### config.mk
export PLATFORM = sky130hd
export DESIGN_NAME = fetch_queue_flat
export DESIGN_NICKNAME = d
export VERILOG_FILES = /design/src/rtl/fetch_queue_if.sv /design/src/rtl/fetch_queue.sv /design/src/flat_wrapper.sv
export SDC_FILE = /design/constraint.sdc
export NUM_CORES = 1
export LEC_CHECK = 0
export CAP_MARGIN = 20
export CORE_UTILIZATION = 50
export DETAILED_ROUTE_END_ITERATION = 10
export GPL_TIMING_DRIVEN = 1
export PLACE_DENSITY = 0.8
export SLEW_MARGIN = 5
export SYNTH_ARGS = -nofsm -noshare
export SYNTH_HDL_FRONTEND = slang
export SYNTH_SLANG_ARGS = --single-unit
### constraint.sdc
create_clock -name clk -period 2.95 [get_ports clk]
set_input_delay 0.4425 -clock clk [delete_from_list [all_inputs] [get_ports clk]]
set_output_delay 0.4425 -clock clk [all_outputs]
set_load 0.005 [all_outputs]
### src/rtl/fetch_queue_if.sv
// fetch_queue_if: memory read bus and decode handshake
// for the LC-3 fetch queue.
interface fetch_queue_if #(
  parameter int AW = 16
);
  logic [AW-1:0] addr_out;
  logic          wea_out;
  logic          rd_req;
  logic [15:0]   rdata_in;
  logic          rdata_valid;
  logic [15:0]   instr_out;
  logic [AW-1:0] instr_pc;
  logic          instr_valid;
  logic          instr_ready;

  modport master (
    output addr_out,
    output wea_out,
    output rd_req,
    input  rdata_in,
    input  rdata_valid,
    output instr_out,
    output instr_pc,
    output instr_valid,
    input  instr_ready
  );

  modport slave (
    input  addr_out,
    input  wea_out,
    input  rd_req,
    output rdata_in,
    output rdata_valid,
    input  instr_out,
    input  instr_pc,
    input  instr_valid,
    output instr_ready
  );
endinterface

### src/rtl/fetch_queue.sv
// fetch_queue: LC-3 fetch unit with in-order prefetch queue.
// Optional FETCH_BYPASS_EN: empty-queue words pass straight to decode.
module fetch_queue #(
  parameter int            AW       = 16,
  parameter int            DEPTH    = 4,
  parameter logic [AW-1:0] PC_RESET = '0
) (
  input  logic          clk,
  input  logic          rst_n,
  input  logic          fetch_start,
  input  logic          resolve_valid,
  input  logic [3:0]    opCode_in,
  input  logic [8:0]    offset_in,
  input  logic [AW-1:0] reg_in,
  input  logic [AW-1:0] resolve_pc,
  input  logic [2:0]    br_nzp,
  input  logic [2:0]    result_nzp,
  output logic [AW-1:0] pc,
  fetch_queue_if.master bus
);

  localparam int PW = $clog2(DEPTH);
  localparam int CW = PW + 1;
  localparam logic [CW:0] LIM = (CW+1)'(DEPTH);

  typedef struct packed {
    logic [15:0]   word;
    logic [AW-1:0] pc;
  } entry_t;

  logic [AW-1:0] r_pc;
  logic [AW-1:0] r_addr;
  entry_t        r_q [DEPTH];
  logic [PW-1:0] r_qw;
  logic [PW-1:0] r_qr;
  logic [CW-1:0] r_cnt;
  logic [AW-1:0] r_tag [DEPTH];
  logic [PW-1:0] r_tw;
  logic [PW-1:0] r_tr;
  logic [CW-1:0] r_outs;
  logic [CW-1:0] r_disc;

  logic          w_is_br;
  logic          w_is_jmp;
  logic          w_taken;
  logic          w_redirect;
  logic [AW-1:0] w_off;
  logic [AW-1:0] w_target;
  logic [CW:0]   w_used;
  logic          w_issue;
  logic          w_drop;
  logic          w_arrive;
  logic          w_qempty;
  logic          w_byp;
  logic          w_push;
  logic          w_pop;
  entry_t        w_head;

  assign w_is_br  = (opCode_in == 4'b0000);
  assign w_is_jmp = (opCode_in == 4'b1100);
  assign w_taken  = |(br_nzp & result_nzp);
  assign w_off    = AW'($signed(offset_in));

  assign w_redirect = resolve_valid
                    & ((w_is_br & w_taken) | w_is_jmp);

  // Redirect target: JMP takes the base register, BR is PC-relative
  always_comb begin
    unique case (1'b1)
      w_is_jmp: w_target = reg_in;
      default:  w_target = resolve_pc + AW'(1) + w_off;
    endcase
  end

  // Credits cover both buffered words and words still in flight
  assign w_used  = {1'b0, r_cnt} + {1'b0, r_outs};
  assign w_issue = fetch_start & ~w_redirect & (w_used < LIM);

  assign w_drop   = bus.rdata_valid & (r_disc != '0);
  assign w_arrive = bus.rdata_valid & (r_disc == '0)
                  & ~w_redirect;
  assign w_qempty = (r_cnt == '0);
  assign w_head   = r_q[r_qr];

`ifdef FETCH_BYPASS_EN
  assign w_byp  = w_arrive & w_qempty;
  assign w_push = w_arrive & ~(w_byp & bus.instr_ready);
`else
  assign w_byp  = 1'b0;
  assign w_push = w_arrive;
`endif

  assign w_pop = ~w_qempty & bus.instr_ready;

  assign pc           = r_pc;
  assign bus.rd_req   = w_issue;
  assign bus.addr_out = w_issue ? r_pc : r_addr;
  assign bus.wea_out  = 1'b0;

  assign bus.instr_valid = ~w_qempty | w_byp;
  assign bus.instr_out   = w_byp ? bus.rdata_in : w_head.word;
  assign bus.instr_pc    = w_byp ? r_tag[r_tr] : w_head.pc;

  // Fetch PC and held read address
  always_ff @(posedge clk or negedge rst_n) begin
    if (!rst_n) begin
      r_pc   <= PC_RESET;
      r_addr <= '0;
    end else if (w_redirect) begin
      r_pc <= w_target;
    end else if (w_issue) begin
      r_pc   <= r_pc + AW'(1);
      r_addr <= r_pc;
    end
  end

  // Request-address tags, in-flight count and stale-response count
  always_ff @(posedge clk or negedge rst_n) begin
    if (!rst_n) begin
      for (int i = 0; i < DEPTH; i++) r_tag[i] <= '0;
      r_tw   <= '0;
      r_tr   <= '0;
      r_outs <= '0;
      r_disc <= '0;
    end else begin
      if (w_issue) begin
        r_tag[r_tw] <= r_pc;
        r_tw        <= r_tw + PW'(1);
      end
      if (bus.rdata_valid) r_tr <= r_tr + PW'(1);
      r_outs <= r_outs + CW'(w_issue)
              - CW'(bus.rdata_valid);
      if (w_redirect)
        r_disc <= r_outs - CW'(bus.rdata_valid);
      else if (w_drop)
        r_disc <= r_disc - CW'(1);
    end
  end

  // Instruction queue; a redirect flushes it after any pop
  always_ff @(posedge clk or negedge rst_n) begin
    if (!rst_n) begin
      for (int i = 0; i < DEPTH; i++) r_q[i] <= '0;
      r_qw  <= '0;
      r_qr  <= '0;
      r_cnt <= '0;
    end else if (w_redirect) begin
      r_qw  <= '0;
      r_qr  <= '0;
      r_cnt <= '0;
    end else begin
      if (w_push) begin
        r_q[r_qw] <= '{word: bus.rdata_in, pc: r_tag[r_tr]};
        r_qw      <= r_qw + PW'(1);
      end
      if (w_pop) r_qr <= r_qr + PW'(1);
      r_cnt <= r_cnt + CW'(w_push) - CW'(w_pop);
    end
  end

endmodule

### src/flat_wrapper.sv
// flat-port wrapper written by rule: the top's interface ports become plain ports
module fetch_queue_flat 
#(
  parameter int            AW       = 16,
  parameter int            DEPTH    = 4,
  parameter logic [AW-1:0] PC_RESET = '0
)
  (clk, rst_n, fetch_start, resolve_valid, opCode_in, offset_in, reg_in, resolve_pc, br_nzp, result_nzp, pc, bus_addr_out, bus_wea_out, bus_rd_req, bus_rdata_in, bus_rdata_valid, bus_instr_out, bus_instr_pc, bus_instr_valid, bus_instr_ready);
  fetch_queue_if #(.AW(AW)) bus_i ();
  input  logic clk;
  input  logic rst_n;
  input  logic fetch_start;
  input  logic resolve_valid;
  input  logic [3:0] opCode_in;
  input  logic [8:0] offset_in;
  input  logic [AW-1:0] reg_in;
  input  logic [AW-1:0] resolve_pc;
  input  logic [2:0] br_nzp;
  input  logic [2:0] result_nzp;
  output logic [AW-1:0] pc;
  output wire logic [$bits(bus_i.addr_out)-1:0] bus_addr_out;
  output wire logic [$bits(bus_i.wea_out)-1:0] bus_wea_out;
  output wire logic [$bits(bus_i.rd_req)-1:0] bus_rd_req;
  input wire logic [$bits(bus_i.rdata_in)-1:0] bus_rdata_in;
  input wire logic [$bits(bus_i.rdata_valid)-1:0] bus_rdata_valid;
  output wire logic [$bits(bus_i.instr_out)-1:0] bus_instr_out;
  output wire logic [$bits(bus_i.instr_pc)-1:0] bus_instr_pc;
  output wire logic [$bits(bus_i.instr_valid)-1:0] bus_instr_valid;
  input wire logic [$bits(bus_i.instr_ready)-1:0] bus_instr_ready;
  assign bus_addr_out = bus_i.addr_out;
  assign bus_wea_out = bus_i.wea_out;
  assign bus_rd_req = bus_i.rd_req;
  assign bus_i.rdata_in = bus_rdata_in;
  assign bus_i.rdata_valid = bus_rdata_valid;
  assign bus_instr_out = bus_i.instr_out;
  assign bus_instr_pc = bus_i.instr_pc;
  assign bus_instr_valid = bus_i.instr_valid;
  assign bus_i.instr_ready = bus_instr_ready;
  fetch_queue #(.AW(AW), .DEPTH(DEPTH), .PC_RESET(PC_RESET)) u_core (.clk(clk), .rst_n(rst_n), .fetch_start(fetch_start), .resolve_valid(resolve_valid), .opCode_in(opCode_in), .offset_in(offset_in), .reg_in(reg_in), .resolve_pc(resolve_pc), .br_nzp(br_nzp), .result_nzp(result_nzp), .pc(pc), .bus(bus_i));
endmodule
---- Yosys cells after proc, flatten, opt, wreduce, memory -nomap -nowiden ----
Cells that the tools add are included.
Widths: inputs -> output; s select.
operators by class
  add/sub/neg operators ................... 14
  $lt $le $gt $ge ......................... 7
  eq/ne operators ......................... 1
  multiplexer cells ....................... 23
  bitwise logic cells ..................... 16
  reduce and logical (&&, ||, !) cells .... 12
operators with widths
  kind                   count
  $bwmux 128             1
  $mux 16                7
  $mux 32                3
  $bmux 32 s2            1
  $bwmux 64              1
  $demux 32 s2           1
  $add 16x1->16 const B  2
  $bmux 16 s2            1
  $demux 16 s2           1
  $add 16x16->16         1
  $ge 3x3->1 const B     4
  $not 2->3              4
  $mux 3                 3
  $sub 3x1->3            3
  $add 2x1->2 const B    4
  $and 1x1->1            8
  $mux 2                 4
  $reduce_bool 2->1      4
  $add 3x1->3            2
  $logic_not 3->1        2
  $lt 3x1->1 const B     2
  $add 3x3->4            1
  $eq 4x4->1 const B     1
  $logic_not 4->1        1
  9 further kinds        11
word-level totals
  bits in registers ....................... 241
  bits of input ports ..................... 73
  output and inout bits ................... 67

---- Logic depth before layout (Yosys ltp) ----
Gate-level depths: netlist of the first run.
  word-level depth ........................ 10
  depth in mapped cells ................... 15
  depth with buffers taken out ............ 12

---- Worst setup path after synthesis of the first run ----
Ideal clock, no wire load.
  kind .................................... input port to flip-flop
  start ................................... in br_nzp[1]
  end ..................................... reg u_core.r_outs[2]
  arrival ................................. 3.070 ns
  setup slack ............................. -0.200 ns
  cell stages on the path ................. 14
  buffers on the path ..................... 2
  path through ............................ a222oi_1 > nor2_2 > o21a_1 > buf_4 > nor3_4 > buf_4 > inv_1 > ha_1 > inv_1 > ha_1 > inv_1 > fa_1 > xnor2_1 > xnor2_1
between the ends
  word-level cells in the longest chain between the ends .. 10
ends and longest elaborated chain
  element                   line                text
  start, declared           flat_wrapper.sv:18  input logic [2:0] br_nzp;
  $and 3x3->3               fetch_queue.sv:61   assign w_taken = |(br_nzp & result_nzp);
  $reduce_or 3->1           fetch_queue.sv:61
  $and 1x1->1               fetch_queue.sv:65   & ((w_is_br & w_taken) | w_is_jmp);
  $or 1x1->1                fetch_queue.sv:65
  $and 1x1->1               fetch_queue.sv:65
  $not 1->1 (no line)       --
  $and 1x1->1 (2 in a row)  fetch_queue.sv:77   assign w_issue = fetch_start & ~w_redirect & (w_used < LIM);
  via bus_rd_req            flat_wrapper.sv:23  output wire logic [$bits(bus_i.rd_req)-1:0] bus_rd_req;
  $add 3x1->3               fetch_queue.sv:131  r_outs <= r_outs + CW'(w_issue)
  $sub 3x1->3               fetch_queue.sv:132  - CW'(bus.rdata_valid);
  end signal, assigned      fetch_queue.sv:131
  end, declared             fetch_queue.sv:40   logic [CW-1:0] r_outs;
The timed path passes the listed nets, and every way through them passes these cells.
A chain may end at the register's enable or synchronous reset.

---- Worst setup path after layout of the first run ----
  start ................................... reg u_core.r_cnt[2]
  end ..................................... out bus_addr_out[5]
between the ends
  word-level cells in the longest chain between the ends .. 4
ends and longest elaborated chain
  element                 line                text
  start, declared         fetch_queue.sv:36   logic [CW-1:0] r_cnt;
  start signal, assigned  fetch_queue.sv:157  r_cnt <= r_cnt + CW'(w_push) - CW'(w_pop);
  $add 3x3->4             fetch_queue.sv:76   assign w_used = {1'b0, r_cnt} + {1'b0, r_outs};
  $lt 4x3->1              fetch_queue.sv:77
  $and 1x1->1             fetch_queue.sv:77
  $mux 16                 fetch_queue.sv:97   assign bus.addr_out = w_issue ? r_pc : r_addr;
  end, declared           flat_wrapper.sv:21  output wire logic [$bits(bus_i.addr_out)-1:0] bus_addr_out;
Every way passes these cells.

==> results_tabular.tex, run 1 <==
\begin{tabular}{lr}
\hline
Metric & Value \\
\hline
\multicolumn{2}{l}{\textbf{Run status}} \\
Result of the run & finished with violations \\
Failing checks & negative setup slack \\
\multicolumn{2}{l}{\textbf{Global route}} \\
Global route overflow & 0 \\
Antenna violations before repair & 0 \\
Largest net degree at the start of global routing & 85 \\
Via count of the first global-routing pass & 8496 \\
Wire length of the first global-routing pass & 46.00 mm \\
Overall routing resource usage & 0.2221 \\
\multicolumn{2}{l}{\textbf{Cells and area}} \\
Layout Nets & 1166 \\
Final Instance Count excl. Fillers & 1397 \\
Number of fill cells in the layout & 1796 \\
Area delta synth->final & 25.24\% \\
Share of post-route cells with drive strength above 1 & 0.3942 \\
Sequential cell area in the final layout & 6032 um2 \\
Antenna cell count & 0 \\
Area of the multi-input gates & 6202 um2 \\
\multicolumn{2}{l}{\textbf{Worst setup path}} \\
Type of the worst setup path & reg2out \\
Setup crit start kind & register \\
Max FO, Critical Path & 7 \\
Crit path DAT & 2.64 ns \\
Reg-to-reg setup timing slack & 0.10 ns \\
Nature of the critical path endpoint & output pin \\
Data required time at the worst endpoint & 2.51 ns \\
\multicolumn{2}{l}{\textbf{Pwr}} \\
Maximum ir drop on the vdd rail & 0.6910 mV \\
Internal power consumption & 11.38 mW \\
Net Sw Power & 4.942 mW \\
Power per standard cell area & 1032 nW/um2 \\
Net switching fraction of the power & 0.3028 \\
Power Total & 16.32 mW \\
Portion of total power attributed to sequential cells & 0.356 \\
Share of total power in the clock network & 0.210 \\
Cell leakage power & 6.975 nW \\
Combinational Power Share & 0.434 \\
\multicolumn{2}{l}{\textbf{Detailed routing}} \\
Post-DR vias/cell & 5.623 \\
Met2 WL & 13.51 mm \\
Violation count after the first detailed-route iteration & 474 \\
Average wire per cell in the routed design & 19.83 um \\
DRC viols & 0 \\
Met3 routed wirelength & 1.537 mm \\
Antenna Nets Post-Route & 0 \\
Length of routed wiring on met1 & 12.24 mm \\
Top sig layer & met4 \\
Sum of routed wire length over all layers & 27.71 mm \\
Via Count & 7856 \\
Number of search-and-repair iterations in the first detailed-routing pass & 4 \\
\multicolumn{2}{l}{\textbf{Yosys}} \\
Mean Syn Cell Area & 14.29 um2 \\
Number of warning messages in the yosys log & 0 \\
Post-synth design cell area & 12620 um2 \\
Complex-gate fraction of the synthesized area & 0.04451 \\
Xor and xnor fraction of the mapped netlist area & 0.02012 \\
Sequential element share of the synthesized area & 0.4778 \\
Synth Area in Adders & 0.03847 \\
Dominant combinational cell family by area after synthesis & multiplexers \\
Ys flop type & dfrtp\_1 \\
Post-Synth Simple-Gate Area & 0.05730 \\
Post-synth ARST share & 1.000 \\
Count of state elements after synthesis & 241 \\
EDFF count, synth & 0 \\
Count of mapped cells out of synthesis & 883 \\
Syn\_nets & 993 \\
Number of distinct library cells after synthesis & 62 \\
Post-synthesis mux area share & 0.3228 \\
\multicolumn{2}{l}{\textbf{Timing}} \\
Post-Route Hold Slack & 0.4473 ns \\
Post-route minimum period & 3.078 ns \\
Normalized max-slew margin & 0.4869 \\
Final worst-path setup slack & -0.1278 ns \\
Transition time at the pin with the least slew margin & 0.7697 ns \\
Number of pins with negative max-slew slack in the final report & 0 \\
Setup repair after global routing missed its margin & true \\
Clock skew after layout & 0.01458 ns \\
Final period util & 1.043 \\
Final number of hold-violating endpoints & 0 \\
Setup violations, final & 16 \\
Max frequency & 324.9 MHz \\
\multicolumn{2}{l}{\textbf{Clock tree}} \\
Num Clock Sinks & 241 \\
Worst-Skew Late Latency & 0.53 ns \\
CTS Root Cell & clkbuf\_16 \\
H-tree levels & 1 \\
Clock tree from TritonCTS & yes \\
Clock-pin transition on the worst setup and hold timing paths & 0.06 ns \\
Max clock buf depth & 3 \\
CTS buffer count & 26 \\
\multicolumn{2}{l}{\textbf{Floorplanning}} \\
Floorplan die area & 25880 um2 \\
Starting density of the core & 0.5144 \\
Placeable core region & 24530 um2 \\
Number of core rows & 57 \\
Ports placed on the boundary & 140 \\
Height of the chip & 160.9 um \\
Chip Width & 160.9 um \\
\multicolumn{2}{l}{\textbf{Job}} \\
Number of max-cap violations & 0 \\
\multicolumn{2}{l}{\textbf{Min path}} \\
Hold Path Class & in2async \\
\multicolumn{2}{l}{\textbf{Placed design}} \\
Sum of net half-perimeters after detailed placement & 18.64 mm \\
DP Cell Count & 1344 \\
RePlAce Congestion & 0.8973 \\
Count of port buffers added during placement & 138 \\
\hline
\end{tabular}
[per-stage QoR]
step	setup WS (ns)	cell area, um2	TNS (ns)	utilization
after global routing	-0.1975	15810	-2.622	0.6443
after detailed placement	-0.4190	14730	-7.729	0.6005
after floorplan	-0.04807	12660	-0.04807	-
final	-0.1278	15810	-1.461	0.6443
after CTS	-0.2200	15820	-3.371	0.6449
after global placement	-0.3923	14730	-7.086	0.6005
[worst max-delay path, stage by stage (launching register included)]
cell,delay [ns]
dfrtp_1,0.39
ha_1,0.27
or4b_4,0.53
nor3_4,0.19
buf_6,0.15
buf_12,0.14
mux2_4,0.32
buf_6,0.12
[power groups by stage]
stage | registers (mW) | logic [mW] | clock network [mW]
floorplan | 5.31 | 4.66 | 0
global placement | 5.71 | 6.61 | 0
detailed placement | 5.79 | 6.82 | 0
CTS | 5.79 | 7.19 | 3.50
global route | 5.97 | 7.65 | 3.62
finish | 5.81 | 7.09 | 3.43
[synthesized netlist by cell type (16+ instances only)]
library cell	number	area [um2]
nor2_1	19	71.32
mux2_2	104	1171
a21oi_1	24	120.1
nor3_1	16	80.08
ha_1	34	425.4
nand2_1	26	97.59
buf_6	18	202.7
inv_1	22	82.58
mux2_4	120	1802
clkbuf_1	26	97.59
dfrtp_1	241	6031
xnor2_1	17	148.9
mux4_2	48	1081
[cells by family (layout without fill, tap and decap cells)]
family          count (synthesis)  count (layout)
simple gates                  129             129
buf+inv                        86             276
xor+xnor                       29              29
other cells                     1               1
fa+ha+maj                      37              37
flops                         241             241
compound gates                 86              86
mux                           274             274
[cells in the final DEF (no fill, tap or decap), types with 4 or more instances in the layout]
master / count
buf_4: 49
o21ai_0: 15
clkbuf_1: 4
nand4_1: 8
clkbuf_16: 26
and2_1: 4
nand3_1: 11
ha_1: 32
xnor2_1: 16
bufinv_16: 4
or3_1: 6
dfrtp_1: 240
nand2_1: 26
mux4_2: 48
clkdlybuf4s50_1: 120
xor2_1: 12
nor3_1: 16
nor2b_1: 5
o21a_1: 6
and2_4: 4
mux2_4: 136
mux2_2: 88
clkbuf_8: 6
buf_6: 18
a21o_1: 4
inv_1: 19
buf_12: 17
a21oi_1: 24
nor2_1: 19
and3_1: 13
a211oi_1: 9
o211ai_1: 5
[routing by layer]
layer  GRT usage  vias up
li1            -     3583
met1      0.3070     4010
met2      0.3732      233
met3     0.03461       30
met4     0.04331        0
met5           0        -
[registers in the layout (all words and copies together), names as in the netlist]
register       cells
u_core.r_addr     16
u_core.r_tag      64
u_core.r_outs      3
u_core.r_tw        2
u_core.pc         16
u_core.r_q       128
u_core.r_tr        2
u_core.r_qw        2
u_core.r_disc      3
u_core.r_cnt       3
u_core.r_qr        2
[final cells by class]
type | instances | area share
multi-input combinational | 556 | 0.3924
inverter | 22 | 0.005383
clock buffer | 36 | 0.04734
timing repair buffer | 209 | 0.1374
clock inverter | 9 | 0.01021
sequential | 241 | 0.3816
tap | 324 | 0.02565
[timing repair]
item,4_1_cts,5_1_grt
endpoints found under the setup margin,18,19
endpoints found under the hold margin,59,0
cloned,1,0
hold buffers,1,0
resized for setup,107,2
pin swaps,4,5
buffers inserted,7,1
[final timing paths]
path,start,depth (start not counted),to
hold reg to reg,u_core.r_tag[17]$_DFFE_PN0P_,1,u_core.r_tag[17]$_DFFE_PN0P_
setup / recovery,u_core.r_cnt[2]$_DFF_PN0_,7,bus_addr_out[5]
min in group clk,u_core.r_tag[17]$_DFFE_PN0P_,1,u_core.r_tag[17]$_DFFE_PN0P_
hold / removal,rst_n,2,u_core.r_q[121]$_DFFE_PN0P_
setup reg to reg,u_core.r_cnt[2]$_DFF_PN0_,13,u_core.r_outs[2]$_DFF_PN0_
max in group asynchronous,rst_n,3,u_core.r_tag[21]$_DFFE_PN0P_
Power figures use the tool's default switching activity.
==> run 2, diff against run 1 <==
Settings changed: CORE_MARGIN from default to 5.
==> results_tabular.tex, run 2 (synthesis results as in run 1) <==
\begin{tabular}{lr}
\hline
Metric & Value \\
\hline
\multicolumn{2}{l}{\textbf{Run status}} \\
Result of the run & finished with violations \\
Failing checks & negative setup slack \\
\multicolumn{2}{l}{\textbf{Worst setup path}} \\
Reg-to-reg critical path startpoint & u\_core.r\_cnt[2]\$\_DFF\_PN0\_ \\
Slowest stage delay, CP & 0.53 ns \\
Data required time at the worst endpoint & 2.51 ns \\
Crit path DAT & 2.65 ns \\
Reg-to-reg setup timing slack & -0.03 ns \\
Slowest stage cell, crit path & or4b\_4 \\
Dominant cell type by count on the critical path & buf\_6 \\
Setup crit start kind & register \\
WP buf/inv & 3 \\
CP Cell Sequence & ha\_1, or4b\_4, nor3\_4, buf\_6, buf\_12, mux2\_4, buf\_6 \\
Reg2reg path depth & 14 \\
CP delay by family, top & simple AND/OR/NAND/NOR gates \\
Instance count on the critical path & 7 \\
Worst Setup SP & u\_core.r\_cnt[2]\$\_DFF\_PN0\_ \\
Nature of the critical path endpoint & output pin \\
Reg2Reg Capture Point & u\_core.r\_outs[2]\$\_DFF\_PN0\_ \\
Type of the worst setup path & reg2out \\
Max FO, Critical Path & 5 \\
\multicolumn{2}{l}{\textbf{Floorplanning}} \\
Placeable core region & 25040 um2 \\
Floorplan die area & 28520 um2 \\
Starting density of the core & 0.5041 \\
Number of core rows & 58 \\
Chip Width & 168.9 um \\
Height of the chip & 168.9 um \\
Ports placed on the boundary & 140 \\
\multicolumn{2}{l}{\textbf{Placed design}} \\
Pre-CTS setup slack & -0.4247 ns \\
Count of port buffers added during placement & 138 \\
Placed cell areas & 14810 um2 \\
Sum of net half-perimeters after detailed placement & 19.40 mm \\
DP Cell Count & 1353 \\
RePlAce Congestion & 0.9474 \\
\multicolumn{2}{l}{\textbf{Detailed routing}} \\
Sum of routed wire length over all layers & 29.15 mm \\
Antenna Nets Post-Route & 0 \\
Post-DR vias/cell & 5.619 \\
Average wire per cell in the routed design & 20.64 um \\
Via Count & 7934 \\
Violation count after the first detailed-route iteration & 572 \\
Number of search-and-repair iterations in the first detailed-routing pass & 5 \\
DRC viols & 0 \\
\multicolumn{2}{l}{\textbf{Pwr}} \\
Cell leakage power & 7.060 nW \\
Power per standard cell area & 1037 nW/um2 \\
Power Total & 16.57 mW \\
Maximum ir drop on the vdd rail & 0.7735 mV \\
\multicolumn{2}{l}{\textbf{Timing}} \\
Final worst-path setup slack & -0.1409 ns \\
Setup violations, final & 17 \\
Max frequency & 323.5 MHz \\
Post-route minimum period & 3.091 ns \\
Final number of hold-violating endpoints & 0 \\
Post-Route Hold Slack & 0.5037 ns \\
Clock skew after layout & 0.01454 ns \\
Final period util & 1.048 \\
Transition time at the pin with the least slew margin & 0.8236 ns \\
Setup total negative slack & -1.821 ns \\
Normalized max-slew margin & 0.4510 \\
Setup repair after global routing missed its margin & true \\
Number of pins with negative max-slew slack in the final report & 0 \\
\multicolumn{2}{l}{\textbf{Clock tree}} \\
H-tree levels & 1 \\
Num Clock Sinks & 241 \\
CTS Root Cell & clkbuf\_16 \\
Worst-Skew Late Latency & 0.53 ns \\
CTS buffer count & 26 \\
Max clock buf depth & 3 \\
Clock-pin transition on the worst setup and hold timing paths & 0.06 ns \\
Clock tree from TritonCTS & yes \\
\multicolumn{2}{l}{\textbf{Job}} \\
Number of max-cap violations & 0 \\
\multicolumn{2}{l}{\textbf{Min path}} \\
Worst hold endpoint & u\_core.r\_tag[2]\$\_DFFE\_PN0P\_ \\
Hold Path Class & reg2reg \\
Source of the worst hold timing path & u\_core.r\_tag[2]\$\_DFFE\_PN0P\_ \\
Number of instances on the worst hold path & 1 \\
\multicolumn{2}{l}{\textbf{Global route}} \\
Via count of the first global-routing pass & 8745 \\
Antenna violations before repair & 0 \\
Overall routing resource usage & 0.2066 \\
Wire length of the first global-routing pass & 47.81 mm \\
Largest net degree at the start of global routing & 92 \\
Global route overflow & 0 \\
\multicolumn{2}{l}{\textbf{Cells and area}} \\
Register bank with the most flops & u\_core.r\_q \\
Area delta synth->final & 26.67\% \\
Most frequent standard cell in the layout excluding fill and tap cells & dfrtp\_1 \\
Flip-flop count of the largest register after layout & 128 \\
Layout Nets & 1173 \\
Number of fill cells in the layout & 1762 \\
Area of the multi-input gates & 6202 um2 \\
Final Instance Count excl. Fillers & 1412 \\
Antenna cell count & 0 \\
Sequential cell area in the final layout & 6035 um2 \\
Highest-count cells in the layout ignoring fill and taps & 240 x dfrtp\_1, 136 x mux2\_4, 120 x clkdlybuf4s50\_1, 88 x mux2\_2, 50 x buf\_4 \\
Leading registers by flop count & u\_core.r\_q x128, u\_core.r\_tag x64 \\
Share of post-route cells with drive strength above 1 & 0.4020 \\
Layout Cell Area excl Fill & 15990 um2 \\
Utilization after layout & 0.6385 \\
\hline
\end{tabular}
run 2: cell types whose count changed in the layout (fill, tap and decap cells not counted), sizes merged:
cell      change
buf           +6
bufinv        -1
clkbuf        +3
clkinv        +2
clkinvlp      -1
run 2: where the power goes:
part	switching, mW	total (mW)	leakage (nW)	internal [mW]
Sequential	1.13	5.86	3.04	4.73
Clock	1.35	3.50	0.466	2.16
Combinational	2.59	7.21	3.55	4.63
Total	5.06	16.6	7.06	11.5
run 2: final cells by class:
cell class | instances | area share
Tap cell | 330 | 0.02583
Clock buffer | 38 | 0.05040
Multi-Input combinational cell | 556 | 0.3880
Sequential cell | 241 | 0.3775
Clock inverter | 9 | 0.008844
Timing Repair Buffer | 216 | 0.1442
Inverter | 22 | 0.005322
run 2: routing by layer:
layer | global-route usage | up-vias | part of all wire
li1 | - | 3599 | -
met1 | 0.2783 | 4035 | 0.43
met2 | 0.3484 | 248 | 0.49
met3 | 0.04017 | 52 | 0.058
met4 | 0.05011 | 0 | 0.022
met5 | 0 | - | 0
run 2: worst max-delay path by stage:
stage                                       to
global route                   bus_addr_out[3]
global placement               bus_addr_out[0]
detailed placement             bus_addr_out[0]
floorplan           u_core.r_outs[2]$_DFF_PN0_
CTS                            bus_addr_out[6]
finish                         bus_addr_out[3]
run 2: worst reg2reg max path, delay by kind of cell, from the launching register on:
family,cells,cell delay (ns)
fa+ha+maj,4,0.94
simple gates,2,0.72
buf+inv,6,0.55
flops,1,0.40
xor+xnor,2,0.26
run 2: repair_timing:
action	4_1_cts	5_1_grt
hold endpoints to repair	85	0
gates resized for setup	110	10
cloned	1	0
setup buffers	13	4
hold buffers	1	0
setup endpoints to repair	18	29
pin swaps	4	3
